$ cat config.mk
export PLATFORM = sky130hd
export DESIGN_NAME = lcd_cmd_sched_flat
export DESIGN_NICKNAME = d
export VERILOG_FILES = /design/src/rtl/lcd_sched_pkg.sv /design/src/rtl/lcd_cmd_sched_if.sv /design/src/rtl/bf_sync_fifo.sv /design/src/rtl/lcd_cmd_sched.sv /design/src/flat_wrapper.sv
export SDC_FILE = /design/constraint.sdc
export NUM_CORES = 1
export LEC_CHECK = 0
export CORE_MARGIN = 2
export CORE_UTILIZATION = 61
export DETAILED_ROUTE_END_ITERATION = 8
export PLACE_DENSITY = 0.79
export SLEW_MARGIN = 15
export SYNTH_ARGS = -nofsm -noshare
export SYNTH_HDL_FRONTEND = slang
export SYNTH_SLANG_ARGS = --single-unit
$ cat constraint.sdc
create_clock -name clk -period 4.9 [get_ports clk]
set_clock_uncertainty 0.05 [all_clocks]
set_input_delay 0.735 -clock clk [delete_from_list [all_inputs] [get_ports clk]]
set_output_delay 0.735 -clock clk [all_outputs]
set_load 0.02 [all_outputs]
$ cat src/rtl/lcd_sched_pkg.sv
// Shared constants for the LCD command scheduler: FSM encoding, power-up
// command ROM, LCD command codes and the CPU control characters.
package lcd_sched_pkg;

    localparam logic [1:0] S_INIT = 2'd0;
    localparam logic [1:0] S_RUN  = 2'd1;
    localparam logic [1:0] S_WRAP = 2'd2;
    localparam logic [1:0] S_HOME = 2'd3;

    localparam logic [7:0] LCD_CLR   = 8'h01;
    localparam logic [7:0] LCD_LINE0 = 8'h80;
    localparam logic [7:0] LCD_LINE1 = 8'hC0;

    localparam logic [7:0] CH_NL = 8'h0A;
    localparam logic [7:0] CH_FF = 8'h0C;

    localparam int unsigned INIT_LEN = 5;
    localparam logic [8:0] INIT_CMD0 = 9'h038;
    localparam logic [8:0] INIT_CMD1 = 9'h00C;
    localparam logic [8:0] INIT_CMD2 = 9'h001;
    localparam logic [8:0] INIT_CMD3 = 9'h006;
    localparam logic [8:0] INIT_CMD4 = 9'h080;

    function automatic logic [8:0] init_cmd(input logic [2:0] idx);
        case (idx)
            3'd0:    return INIT_CMD0;
            3'd1:    return INIT_CMD1;
            3'd2:    return INIT_CMD2;
            3'd3:    return INIT_CMD3;
            default: return INIT_CMD4;
        endcase
    endfunction

    // Address command for the line *other* than the current one.
    function automatic logic [8:0] next_line_cmd(input logic line);
        return {1'b0, line ? LCD_LINE0 : LCD_LINE1};
    endfunction

endpackage

$ cat src/rtl/lcd_cmd_sched_if.sv
// CPU character port and LCDCONTROL handshake, bundled for the scheduler.
interface lcd_cmd_sched_if;
    logic       cpu_wen;
    logic [7:0] cpu_wdata;
    logic       cpu_wait;
    logic       lcd_status;
    logic       lcd_write;
    logic [8:0] lcd_wrdata;

    modport slave (
        input  cpu_wen, cpu_wdata, lcd_status,
        output cpu_wait, lcd_write, lcd_wrdata
    );

    modport master (
        output cpu_wen, cpu_wdata, lcd_status,
        input  cpu_wait, lcd_write, lcd_wrdata
    );
endinterface

$ cat src/rtl/bf_sync_fifo.sv
// Synchronous show-ahead FIFO; head word is read straight from the storage
// registers so it is valid the cycle after it is written.
module bf_sync_fifo #(
    parameter  int unsigned WIDTH = 8,
    parameter  int unsigned DEPTH = 32,
    localparam int unsigned AW    = $clog2(DEPTH)
) (
    input  logic             clk,
    input  logic             rst,
    input  logic             wr_en,
    input  logic [WIDTH-1:0] wr_data,
    input  logic             rd_en,
    output logic [WIDTH-1:0] rd_data,
    output logic             full,
    output logic             empty,
    output logic [AW:0]      level
);

    logic [WIDTH-1:0] mem [DEPTH];
    logic [AW-1:0]    wr_ptr;
    logic [AW-1:0]    rd_ptr;
    logic [AW:0]      count;
    logic             do_wr;
    logic             do_rd;

    assign full    = (count == (AW+1)'(DEPTH));
    assign empty   = (count == '0);
    assign level   = count;
    assign rd_data = mem[rd_ptr];

    // A write while full is dropped even if a read frees a slot this cycle.
    assign do_wr = wr_en & ~full;
    assign do_rd = rd_en & ~empty;

    always_ff @(posedge clk) begin
        if (rst) begin
            wr_ptr <= '0;
            rd_ptr <= '0;
            count  <= '0;
        end else begin
            if (do_wr) begin
                mem[wr_ptr] <= wr_data;
                wr_ptr      <= wr_ptr + 1'b1;
            end
            if (do_rd)
                rd_ptr <= rd_ptr + 1'b1;
            case ({do_wr, do_rd})
                2'b10:   count <= count + 1'b1;
                2'b01:   count <= count - 1'b1;
                default: count <= count;
            endcase
        end
    end

endmodule

$ cat src/rtl/lcd_cmd_sched.sv
// LCD command scheduler: power-up sequence, character FIFO, and cursor
// address insertion for wrap, newline and form feed.
module lcd_cmd_sched
    import lcd_sched_pkg::*;
#(
    parameter  int unsigned DEPTH = 32,
    parameter  int unsigned COLS  = 16,
    localparam int unsigned LW    = $clog2(DEPTH) + 1
) (
    input  logic              clk,
    input  logic              rst,
    lcd_cmd_sched_if.slave    bus,
    output logic              init_busy,
    output logic [LW-1:0]     fifo_level
);

    localparam int unsigned CW = $clog2(COLS + 1);

    logic [1:0]    state;
    logic [2:0]    init_idx;
    logic          line;
    logic [CW-1:0] col;
    logic [CW-1:0] col_inc;
    logic [7:0]    head;
    logic          empty;
    logic          full;
    logic          ready;
    logic          pop;

    bf_sync_fifo #(
        .WIDTH (8),
        .DEPTH (DEPTH)
    ) u_fifo (
        .clk     (clk),
        .rst     (rst),
        .wr_en   (bus.cpu_wen),
        .wr_data (bus.cpu_wdata),
        .rd_en   (pop),
        .rd_data (head),
        .full    (full),
        .empty   (empty),
        .level   (fifo_level)
    );

    assign bus.cpu_wait = full;

    // STATUS rises only the cycle after WRITE is seen, so our own pulse
    // must also block the following cycle.
    assign ready   = ~bus.lcd_status & ~bus.lcd_write;
    assign pop     = (state == S_RUN) & ready & ~empty;
    assign col_inc = col + 1'b1;

    always_ff @(posedge clk) begin
        if (rst) begin
            state          <= S_INIT;
            init_idx       <= '0;
            init_busy      <= 1'b1;
            line           <= 1'b0;
            col            <= '0;
            bus.lcd_write  <= 1'b0;
            bus.lcd_wrdata <= '0;
        end else begin
            bus.lcd_write <= 1'b0;
            case (state)
                S_INIT: if (ready) begin
                    bus.lcd_write  <= 1'b1;
                    bus.lcd_wrdata <= init_cmd(init_idx);
                    if (init_idx == 3'(INIT_LEN - 1)) begin
                        init_idx  <= '0;
                        init_busy <= 1'b0;
                        state     <= S_RUN;
                    end else begin
                        init_idx <= init_idx + 1'b1;
                    end
                end
                S_RUN: if (pop) begin
                    bus.lcd_write <= 1'b1;
                    if (head == CH_NL) begin
                        bus.lcd_wrdata <= next_line_cmd(line);
                        line           <= ~line;
                        col            <= '0;
                    end else if (head == CH_FF) begin
                        bus.lcd_wrdata <= {1'b0, LCD_CLR};
                        state          <= S_HOME;
                    end else begin
                        bus.lcd_wrdata <= {1'b1, head};
                        col            <= col_inc;
                        if (col_inc == CW'(COLS))
                            state <= S_WRAP;
                    end
                end
                S_WRAP: if (ready) begin
                    bus.lcd_write  <= 1'b1;
                    bus.lcd_wrdata <= next_line_cmd(line);
                    line           <= ~line;
                    col            <= '0;
                    state          <= S_RUN;
                end
                default: if (ready) begin
                    bus.lcd_write  <= 1'b1;
                    bus.lcd_wrdata <= {1'b0, LCD_LINE0};
                    line           <= 1'b0;
                    col            <= '0;
                    state          <= S_RUN;
                end
            endcase
        end
    end

endmodule

$ cat src/flat_wrapper.sv
// flat-port wrapper written by rule: the top's interface ports become plain ports
module lcd_cmd_sched_flat import lcd_sched_pkg::*;
#(
    parameter  int unsigned DEPTH = 32,
    parameter  int unsigned COLS  = 16,
    localparam int unsigned LW    = $clog2(DEPTH) + 1
)
  (clk, rst, init_busy, fifo_level, bus_cpu_wen, bus_cpu_wdata, bus_lcd_status, bus_cpu_wait, bus_lcd_write, bus_lcd_wrdata);
  lcd_cmd_sched_if bus_i ();
  input  logic clk;
  input  logic rst;
  output logic init_busy;
  output logic [LW-1:0] fifo_level;
  input wire logic [$bits(bus_i.cpu_wen)-1:0] bus_cpu_wen;
  input wire logic [$bits(bus_i.cpu_wdata)-1:0] bus_cpu_wdata;
  input wire logic [$bits(bus_i.lcd_status)-1:0] bus_lcd_status;
  output wire logic [$bits(bus_i.cpu_wait)-1:0] bus_cpu_wait;
  output wire logic [$bits(bus_i.lcd_write)-1:0] bus_lcd_write;
  output wire logic [$bits(bus_i.lcd_wrdata)-1:0] bus_lcd_wrdata;
  assign bus_i.cpu_wen = bus_cpu_wen;
  assign bus_i.cpu_wdata = bus_cpu_wdata;
  assign bus_i.lcd_status = bus_lcd_status;
  assign bus_cpu_wait = bus_i.cpu_wait;
  assign bus_lcd_write = bus_i.lcd_write;
  assign bus_lcd_wrdata = bus_i.lcd_wrdata;
  lcd_cmd_sched #(.DEPTH(DEPTH), .COLS(COLS)) u_core (.clk(clk), .rst(rst), .bus(bus_i), .init_busy(init_busy), .fifo_level(fifo_level));
endmodule
==> flow_summary.yaml, run 1 <==
critical_path:
  worstSetupEndpointType: "register"
  timing.rr.end: "u_core.line$_SDFFE_PP0P_"
  worstSetupStartpointType: "register"
  arrival_time_of_the_worst_setup_path_ns: 4.23
  critPathKind: "register to register"
  critical_path.max_fanout: 30
  cp_data_required_time_ns: 5.30
  timing.reg2reg.worst_path_depth: 8
  reg2reg_slack_ns: 1.07
layout:
  finish.utilization_pct: 69.54
  finalNonFillerCells: 995
  most_frequent_standard_cell_in_the_layout_excluding_fill_and_tap_cells: "sky130_fd_sc_hd__edfxtp_1"
  layout.nets: 742
  layout_common_cells: "sky130_fd_sc_hd__edfxtp_1, sky130_fd_sc_hd__mux4_2, sky130_fd_sc_hd__nor2_1"
  num_antenna_cells: 0
  area_growth_syn_to_layout_pct: 12.06
  layout-drive-gt1-share_pct: 19.59
timing:
  setup_slack_ns: 1.073
  setup_repair_after_global_routing_missed_its_margin: "no"
  finalCritPeriodShare_pct: 78.11
  fmax_mhz: 261.3
  finalSetupTns_ns: 0
  holdWs_ns: 0.4455
  final_period_minus_worst_setup_slack_ns: 3.827
  finalSetupViolCount: 0
  max_slew_margin_pct: 22.48
  hold_viol: 0
  timing_worst_slew_pin_value_ns: 1.159
  slew_violations: 0
yosys:
  synth.ff_latch_count: 299
  synth.avg_cell_area_sq_um: 17.87
  yosys_warnings: 0
  syn-num-nets: 709
  unique_masters_post_synth: 50
  synth_top_area_cell: "sky130_fd_sc_hd__edfxtp_1"
  synthFlopType: "sky130_fd_sc_hd__edfxtp_1"
  postSynth.asyncResetShare_pct: 0
  netlist_area_sq_um: 12080
  ys_top_cells_by_area: "sky130_fd_sc_hd__edfxtp_1, sky130_fd_sc_hd__mux4_2, sky130_fd_sc_hd__dfxtp_1, sky130_fd_sc_hd__nor2_1, sky130_fd_sc_hd__ha_1"
  seq_area_frac_synth_pct: 70.78
  post-synth-top-area-fraction_pct: 63.65
  syn-instance-count: 676
  number_of_enable_type_register_cells_in_the_synthesized_netlist: 256
global_route:
  globalRouteTotalUtil_pct: 25.24
  via_count_of_the_first_global_routing_pass: 6346
  grt_first_pass_wirelength_mm: 38.54
  grt_antenna_before_repair: 1
  globalRoute.totalOverflow: 0
  grt_max_degree: 65
floorplanning:
  die_w_microns: 144.7
  dieHeight_microns: 144.7
  io_pins: 30
  die_area_sq_um: 20940
  number_of_placement_rows: 51
  initial_utilization_pct: 62.06
  std_cell_core_area_sq_um: 19460
place:
  placed_cells_incl_taps: 943
  dpl_worst_slack_ns: 1.127
  port_buffers: 29
  hpwl_mm: 15.25
  gpl.final_weighted_congestion: 0.8516
clock_network:
  clockBufferDepth: 3
  clk_pin_slew_worst_paths_ns: 0.07
  number_of_clock_sinks: 299
  cts_hold_buf: 0
  cts-resized-gates: 0
  post_cts.repair.setup_buffers: 0
  clock_latency_ns: 0.55
  cts_buffers: 29
  clockRootBuffer: "sky130_fd_sc_hd__clkbuf_16"
  cts-htree-levels: 1
  tritoncts: "done"
drt:
  dr_drc_count: 0
  ant_nets: 0
  route.vias.total: 6466
  number_of_drc_violations_after_detailed_routing_iteration_0: 699
  avgRoutedWirePerCell_microns: 25.47
  route.final.wire_length_mm: 25.34
  drt-pass1-iter-count: 6
  drt-vias-per-instance: 6.498
worst_hold_path:
  min_path_cells: 2
  hold_start: "u_core.init_busy$_SDFFE_PP1P_"
  hold_path.class: "register to register"
  worst_case_hold_path_end_point: "u_core.init_busy$_SDFFE_PP1P_"
pwr:
  ir_worst_vdd_mv: 0.2474
  leakagePower_nw: 4.215
  powerDensity_nw_per_um2: 381.7
outcome:
  result_of_the_run: "finished clean"
job:
  timing.max_cap.violations: 0
## Yosys cell counts, types with 3 or more instances
cell / number
sky130_fd_sc_hd__nor2_1: 71
sky130_fd_sc_hd__or3b_2: 5
sky130_fd_sc_hd__nand2_1: 25
sky130_fd_sc_hd__mux2_2: 6
sky130_fd_sc_hd__nand3_1: 8
sky130_fd_sc_hd__edfxtp_1: 256
sky130_fd_sc_hd__nand4_1: 6
sky130_fd_sc_hd__clkbuf_1: 20
sky130_fd_sc_hd__dfxtp_1: 43
sky130_fd_sc_hd__a32o_1: 3
sky130_fd_sc_hd__o21ai_0: 6
sky130_fd_sc_hd__xor2_1: 10
sky130_fd_sc_hd__ha_1: 20
sky130_fd_sc_hd__buf_2: 8
sky130_fd_sc_hd__or3_1: 3
sky130_fd_sc_hd__nor3b_1: 5
sky130_fd_sc_hd__mux4_2: 76
sky130_fd_sc_hd__inv_1: 15
sky130_fd_sc_hd__a21oi_1: 29
sky130_fd_sc_hd__a21o_1: 3
sky130_fd_sc_hd__o22ai_1: 8
sky130_fd_sc_hd__nand3b_1: 7
sky130_fd_sc_hd__xnor2_1: 6
## cell families after synthesis
kind of cell	Yosys count	synth area share, %
buffers and inverters	48	1.730
multiplexers	84	14.90
adder cells (fa/ha/maj)	21	2.238
AND/OR/NAND/NOR	143	5.801
AO/OA/AOI/OAI	65	3.398
flip-flops	299	70.78
XOR/XNOR	16	1.160
## worst max-delay path: stages, from the launching register on
cell and delay [ns]:
sky130_fd_sc_hd__dfxtp_4 0.70, sky130_fd_sc_hd__buf_12 0.30, sky130_fd_sc_hd__mux4_2 0.57, sky130_fd_sc_hd__mux4_2 0.47, sky130_fd_sc_hd__mux2_2 0.32, sky130_fd_sc_hd__nor4_4 0.37, sky130_fd_sc_hd__a31oi_2 0.22, sky130_fd_sc_hd__or4b_1 0.54
sky130_fd_sc_hd__a21oi_1 0.15
## how the worst max path moves through the flow
stage | startpoint | to | cells past startpoint
3_3_place_gp | register | u_core.line$_SDFFE_PP0P_ | 8
2_1_floorplan | u_core.u_fifo.level[0]$_SDFFE_PP0P_ | u_core.u_fifo.level[5]$_SDFFE_PP0P_ | 14
3_5_place_dp | register | u_core.line$_SDFFE_PP0P_ | 8
6_report | register | u_core.line$_SDFFE_PP0P_ | 8
4_1_cts | register | u_core.line$_SDFFE_PP0P_ | 8
5_1_grt | register | u_core.line$_SDFFE_PP0P_ | 8
## power by group
| part | internal [mW] | switching (mW) | total [mW] |
|---|---|---|---|
| registers | 2.78 | 0.0170 | 2.80 |
| logic | 0.0609 | 0.116 | 0.177 |
| clock network | 1.29 | 0.903 | 2.19 |
| total | 4.13 | 1.04 | 5.17 |
## metrics by stage
stage / cell area (sq um) / power, mW
after floorplan: 12080 / 2.940
after global placement: 12630 / 3.019
after detailed placement: 12630 / 3.029
after CTS: 13560 / 5.188
after global routing: 13530 / 5.292
final: 13530 / 5.166
## state kept, by name, summed over array words and instances, names as in the netlist, 2 cells and up, named ones only
register,count
u_core.state,2
u_core.col,5
u_core.u_fifo.level,6
u_core.u_fifo.wr_ptr,5
u_core.u_fifo.mem,256
u_core.init_idx,3
u_core.u_fifo.rd_ptr,5
u_core.bus.lcd_wrdata,9
## final cells by class
cell class,count,area (sq um)
flip-flops and latches,299,8554
fillers,1153,5928
multi-input cells,329,3328
clock buffers,35,748.2
repair buffers,35,335.3
well taps,265,331.6
clock inverters,17,180.2
inverters,15,56.30
## routing by layer
metal | wire length, microns | global-route usage [%] | part of all wire (%) | vias to the layer above
met5 | 9 | 0 | 0.036 | -
met4 | 641 | 7.614 | 2.5 | 2
met3 | 2158 | 4.113 | 8.5 | 58
met2 | 12410 | 41.18 | 49 | 384
met1 | 10120 | 35.95 | 40 | 3271
li1 | - | - | - | 2751
(Power assumes the default switching activity.)
==> inputs of run 2 (changes only) <==
Clock period 4.9 ns to 3.9 ns, I/O delays scaled along.
==> run 2 against run 1 <==
  * Sequential power is 25% higher
  * First-iteration DRC count is 42% higher
  * Non-clock buffer count is 14 higher
  * Register-to-register slack worse by 0.84 ns
  * Critical path depth stayed put
  * Highest routed layer is now met4
  * Routed wire length is 2.4% higher
  * Sequential share of layout area is 0.43 points lower
==> flow_summary.yaml, run 2 (synthesis gave the netlist of run 1 again) <==
layout:
  largest_reg_flops: 256
  most_frequent_standard_cell_in_the_layout_excluding_fill_and_tap_cells: "sky130_fd_sc_hd__edfxtp_1"
  fillCellCount: 1148
  finish.utilization_pct: 70.02
  num_antenna_cells: 0
  area_growth_syn_to_layout_pct: 12.82
  largest-register: "u_core.u_fifo.mem"
  layout_common_cells: "sky130_fd_sc_hd__edfxtp_1, sky130_fd_sc_hd__mux4_2, sky130_fd_sc_hd__nor2_1"
  layout.nets: 757
  layout-drive-gt1-share_pct: 21.55
clock_network:
  cts-htree-levels: 1
  clock_latency_ns: 0.55
  clk_pin_slew_worst_paths_ns: 0.06
  tritoncts: "done"
  clockBufferDepth: 3
  cts_hold_buf: 0
  number_of_clock_sinks: 299
  cts_buffers: 30
  clockRootBuffer: "sky130_fd_sc_hd__clkbuf_16"
timing:
  finalSetupViolCount: 0
  slew_violations: 0
  setup_repair_after_global_routing_missed_its_margin: "no"
  final_period_minus_worst_setup_slack_ns: 3.665
  finalSetupTns_ns: 0
  max_slew_margin_pct: 24.36
  hold_viol: 0
  fmax_mhz: 272.8
  timing_worst_slew_pin_value_ns: 1.131
  setup_slack_ns: 0.2347
  finalCritPeriodShare_pct: 93.98
global_route:
  globalRoute.totalOverflow: 0
  grt_first_pass_wirelength_mm: 39.52
  globalRouteTotalUtil_pct: 26.10
  grt_antenna_before_repair: 0
  via_count_of_the_first_global_routing_pass: 6670
  grt_max_degree: 38
pwr:
  share_seq_of_total_power_pct: 54.8
  switchingPower_mw: 1.326
  leakagePower_nw: 4.278
  combinationalPowerShare_pct: 3.6
  powerDensity_nw_per_um2: 470.4
  swShare_pct: 20.69
  ir_worst_vdd_mv: 0.3873
  p_clk_share_pct: 41.7
  internal_power_mw: 5.084
drt:
  drt-pass1-iter-count: 5
  dr_drc_count: 0
  ant_nets: 0
  number_of_drc_violations_after_detailed_routing_iteration_0: 994
  route.vias.total: 6593
  drt-vias-per-instance: 6.515
  route.final.wire_length_mm: 25.96
  avgRoutedWirePerCell_microns: 25.65
floorplanning:
  die_area_sq_um: 20940
  die_w_microns: 144.7
  std_cell_core_area_sq_um: 19460
  dieHeight_microns: 144.7
  number_of_placement_rows: 51
  io_pins: 30
  initial_utilization_pct: 62.06
critical_path:
  arrival_time_of_the_worst_setup_path_ns: 4.10
  timing.reg2reg.worst_path_depth: 8
  timing.rr.end: "u_core.line$_SDFFE_PP0P_"
  critPathKind: "register to register"
  worstSetupStartpointType: "register"
  worstSetupEndpointType: "register"
  critical_path.max_fanout: 17
  cp_data_required_time_ns: 4.33
  reg2reg_slack_ns: 0.23
place:
  dpl_worst_slack_ns: 0.1956
  hpwl_mm: 15.74
  gpl.final_weighted_congestion: 0.8468
  port_buffers: 29
worst_hold_path:
  worst_case_hold_path_end_point: "u_core.init_busy$_SDFFE_PP1P_"
  min_path_cells: 2
  hold_start: "u_core.init_busy$_SDFFE_PP1P_"
  hold_path.class: "register to register"
job:
  timing.max_cap.violations: 0
outcome:
  result_of_the_run: "finished clean"
run 2: cell types whose count changed in the layout (fill, tap and decap cells not counted), moves of 2 or more:
cell,change
sky130_fd_sc_hd__clkinv_2,+2
sky130_fd_sc_hd__clkbuf_1,+3
sky130_fd_sc_hd__clkinv_1,-2
sky130_fd_sc_hd__buf_4,+13
sky130_fd_sc_hd__clkbuf_16,+2
sky130_fd_sc_hd__bufinv_16,-3
run 2: stage by stage:
step	power, mW	instances	hold WS, ns	instance area, sq um
after floorplan	3.694	676	0.4249	12080
after global placement	3.794	957	0.4133	12750
after detailed placement	3.807	957	0.4099	12750
after CTS	6.438	1012	0.4185	13650
after global routing	6.590	1012	0.4405	13630
final	6.410	1012	0.4167	13630
run 2: layout make-up:
type                            count  area [sq um]  area share, %
Multi-Input combinational cell    329          3331          24.44
Clock inverter                     15         96.34         0.7070
Sequential cell                   299          8554          62.78
Inverter                           15         56.30         0.4132
Clock buffer                       40         809.5          5.941
Timing Repair Buffer               49         447.9          3.287
Tap cell                          265         331.6          2.433
run 2: worst max path at each step:
| stage | start | to | cells after the start |
|---|---|---|---|
| final | register | u_core.line$_SDFFE_PP0P_ | 8 |
| after global placement | u_core.u_fifo.level[0]$_SDFFE_PP0P_ | u_core.u_fifo.level[5]$_SDFFE_PP0P_ | 13 |
| after global routing | u_core.u_fifo.level[0]$_SDFFE_PP0P_ | u_core.u_fifo.level[5]$_SDFFE_PP0P_ | 13 |
| after detailed placement | u_core.u_fifo.level[0]$_SDFFE_PP0P_ | u_core.u_fifo.level[5]$_SDFFE_PP0P_ | 13 |
| after floorplan | u_core.u_fifo.level[0]$_SDFFE_PP0P_ | u_core.u_fifo.level[5]$_SDFFE_PP0P_ | 14 |
| after CTS | u_core.u_fifo.level[0]$_SDFFE_PP0P_ | u_core.u_fifo.level[5]$_SDFFE_PP0P_ | 13 |
run 2: layer usage:
layer	vias up	GRT usage, %	wire, microns
li1	2781	-	-
met1	3347	34.94	9595
met2	397	44.03	13170
met3	68	5.100	2424
met4	0	8.380	768
met5	-	0	0
run 2: worst max-delay path: stages (launching register included):
cell,delay (ns)
sky130_fd_sc_hd__dfxtp_4,0.57
sky130_fd_sc_hd__buf_4,0.28
sky130_fd_sc_hd__mux4_2,0.55
sky130_fd_sc_hd__mux4_2,0.53
sky130_fd_sc_hd__mux2_2,0.34
sky130_fd_sc_hd__nor4_4,0.34
sky130_fd_sc_hd__a31oi_2,0.23
sky130_fd_sc_hd__or4b_1,0.55
sky130_fd_sc_hd__a21oi_1,0.14
run 2: repair_timing:
item / 4_1_cts / 5_1_grt
setup endpoints to repair: 0 / 1
gates resized for setup: 0 / 1
setup buffers: 0 / 0
run 2: power by group through the flow:
stage / Combinational (mW) / Sequential (mW) / Clock [mW]
finish: 0.228 / 3.51 / 2.67
global route: 0.249 / 3.51 / 2.83
CTS: 0.230 / 3.51 / 2.69
detailed placement: 0.227 / 3.58 / 0
global placement: 0.217 / 3.58 / 0
floorplan: 0.107 / 3.59 / 0
==> inputs of run 3 (changes only) <==
Settings changed: RECOVER_POWER set to 50.
==> run 3 against run 2 <==
  * Worst hold slack lost 0.0073 ns
  * Clock power is essentially flat
  * Non-clock buffer count is the same
  * Clock-buffer cell count is the same
  * Combinational power shrank 2%
  * Fmax shrank 0.57%
  * Core utilization shrank 0.058 points
  * Cell count is the same
  * Register-to-register slack lost 0.02 ns
  * Flip-flop and latch count is the same
  * Total power is essentially flat
==> flow_summary.yaml, run 3 (synthesis gave the netlist of run 1 again) <==
outcome:
  result_of_the_run: "finished clean"
critical_path:
  crit_path_top_delay_cell: "sky130_fd_sc_hd__dfxtp_4"
  path_common_cell: "sky130_fd_sc_hd__mux4_2"
  critical_path.max_fanout: 26
  worstSetupEndpointType: "register"
  crit_family: "multiplexers"
  cp_data_required_time_ns: 4.35
  critPathKind: "register to register"
  timing.reg2reg.worst_path_depth: 8
  arrival_time_of_the_worst_setup_path_ns: 4.13
  critical_path.cell_chain: "buf_12 -> mux4_2 -> mux4_2 -> mux2_2 -> nor2b_1 -> a31oi_1 -> nor3b_1 -> a22o_1"
  worstSetupStartpointType: "register"
  timing.rr.end: "u_core.col[0]$_SDFFE_PP0P_"
  worstPathBufferInverterCount: 1
  reg2reg_slack_ns: 0.21
  cp_slowest_stage_delay_ns: 0.57
place:
  port_buffers: 29
  hpwl_mm: 15.74
  gpl.final_weighted_congestion: 0.8468
layout:
  layout_common_cells: "sky130_fd_sc_hd__edfxtp_1, sky130_fd_sc_hd__mux4_2, sky130_fd_sc_hd__nor2_1"
  area_growth_syn_to_layout_pct: 12.73
  largest_reg_flops: 256
  largest-register: "u_core.u_fifo.mem"
  num_antenna_cells: 0
  layout-drive-gt1-share_pct: 20.62
  seqCellArea_sq_um: 8554
  layout.nets: 757
  multiInputGateArea_sq_um: 3331
  fillCellCount: 1148
  most_frequent_standard_cell_in_the_layout_excluding_fill_and_tap_cells: "sky130_fd_sc_hd__edfxtp_1"
pwr:
  powerDensity_nw_per_um2: 470.8
  switchingPower_mw: 1.330
  internal_power_mw: 5.080
  share_seq_of_total_power_pct: 54.8
  ir_worst_vdd_mv: 0.3872
  combinationalPowerShare_pct: 3.5
  leakagePower_nw: 4.292
  swShare_pct: 20.75
  p_clk_share_pct: 41.7
drt:
  drt-vias-per-instance: 6.545
  wl_met2_mm: 13.17
  met1_length_mm: 9.716
  route.final.wire_length_mm: 26.06
  topRoutingLayerUsed: "met4"
  route.vias.total: 6624
  number_of_drc_violations_after_detailed_routing_iteration_0: 1005
  dr_drc_count: 0
  ant_nets: 0
  met3_length_mm: 2.405
  avgRoutedWirePerCell_microns: 25.75
  drt-pass1-iter-count: 5
clock_network:
  number_of_clock_sinks: 299
  cts_buffers: 30
  clockBufferDepth: 3
  cts-htree-levels: 1
  clockRootBuffer: "sky130_fd_sc_hd__clkbuf_16"
  tritoncts: "done"
  clock_latency_ns: 0.55
  post_cts.repair.setup_buffers: 0
  clk_pin_slew_worst_paths_ns: 0.06
timing:
  final_period_minus_worst_setup_slack_ns: 3.686
  finalSetupTns_ns: 0
  slew_violations: 0
  max_slew_margin_pct: 2.572
  finalCritPeriodShare_pct: 94.52
  timing_worst_slew_pin_value_ns: 1.461
  setup_repair_after_global_routing_missed_its_margin: "no"
  fmax_mhz: 271.3
  hold_viol: 0
  finalSetupViolCount: 0
  holdWs_ns: 0.4094
global_route:
  grt_first_pass_wirelength_mm: 39.52
  grt_antenna_before_repair: 0
  grt_max_degree: 38
  via_count_of_the_first_global_routing_pass: 6670
  globalRouteTotalUtil_pct: 26.10
  globalRoute.totalOverflow: 0
worst_hold_path:
  min_path_cells: 2
  worst_case_hold_path_end_point: "u_core.init_busy$_SDFFE_PP1P_"
  hold_path.class: "register to register"
  hold_start: "u_core.init_busy$_SDFFE_PP1P_"
floorplanning:
  std_cell_core_area_sq_um: 19460
  io_pins: 30
  number_of_placement_rows: 51
  dieHeight_microns: 144.7
  initial_utilization_pct: 62.06
  die_w_microns: 144.7
  die_area_sq_um: 20940
job:
  timing.max_cap.violations: 0
run 3: cell types whose count changed in the layout (fill, tap and decap cells not counted), sizes merged:
cell and change:
dlygate4sd3 +15, buf -7, clkbuf +7, clkdlybuf4s50 -15
run 3: power by group through the flow:
stage / Clock (mW) / Combinational, mW / Sequential (mW)
CTS: 2.69 / 0.230 / 3.51
floorplan: 0 / 0.107 / 3.59
detailed placement: 0 / 0.227 / 3.58
global route: 2.83 / 0.244 / 3.51
global placement: 0 / 0.217 / 3.58
finish: 2.68 / 0.223 / 3.51
run 3: worst register-to-register path: stages, from the launching register on:
cell	delay, ns
sky130_fd_sc_hd__dfxtp_4	0.57
sky130_fd_sc_hd__buf_12	0.28
sky130_fd_sc_hd__mux4_2	0.57
sky130_fd_sc_hd__mux4_2	0.49
sky130_fd_sc_hd__mux2_2	0.32
sky130_fd_sc_hd__nor2b_1	0.18
sky130_fd_sc_hd__a31oi_1	0.36
sky130_fd_sc_hd__nor3b_1	0.56
sky130_fd_sc_hd__a22o_1	0.24
run 3: layer usage:
metal	up-vias	global-route usage, %
met5	-	0
met4	0	8.380
met3	68	5.100
met2	388	44.03
met1	3383	34.94
li1	2785	-
run 3: metrics by stage:
stage | cells | setup slack (ns) | total power, mW | util (%) | cell area [sq um]
final | 1012 | 0.2137 | 6.411 | 69.96 | 13620
after global routing | 1012 | 0.006848 | 6.586 | 69.96 | 13620
after CTS | 1012 | 0.1620 | 6.438 | 70.16 | 13650
after detailed placement | 957 | 0.1956 | 3.807 | 65.50 | 12750
after global placement | 957 | 0.2645 | 3.794 | 65.50 | 12750
after floorplan | 676 | 0.3178 | 3.694 | - | 12080
run 3: worst max-delay path by stage:
stage / from / to / cells after the start / slack (ns)
6_report: register / u_core.col[0]$_SDFFE_PP0P_ / 8 / 0.21
5_1_grt: u_core.u_fifo.level[0]$_SDFFE_PP0P_ / u_core.u_fifo.level[5]$_SDFFE_PP0P_ / 13 / 0.007
4_1_cts: u_core.u_fifo.level[0]$_SDFFE_PP0P_ / u_core.u_fifo.level[5]$_SDFFE_PP0P_ / 13 / 0.16
3_5_place_dp: u_core.u_fifo.level[0]$_SDFFE_PP0P_ / u_core.u_fifo.level[5]$_SDFFE_PP0P_ / 13 / 0.20
3_3_place_gp: u_core.u_fifo.level[0]$_SDFFE_PP0P_ / u_core.u_fifo.level[5]$_SDFFE_PP0P_ / 13 / 0.26
2_1_floorplan: u_core.u_fifo.level[0]$_SDFFE_PP0P_ / u_core.u_fifo.level[5]$_SDFFE_PP0P_ / 14 / 0.32
run 3: area by class of cell:
| class | instances | share of cell area [%] |
|---|---|---|
| clock buffers | 40 | 5.946 |
| flip-flops and latches | 299 | 62.83 |
| repair buffers | 49 | 3.207 |
| inverters | 15 | 0.4135 |
| multi-input cells | 329 | 24.46 |
| well taps | 265 | 2.435 |
| clock inverters | 15 | 0.7076 |
run 3: repair_timing:
item	4_1_cts	5_1_grt
hold endpoints to repair	0	0
resized for setup	0	1
setup endpoints to repair	0	1
hold buffers	0	0
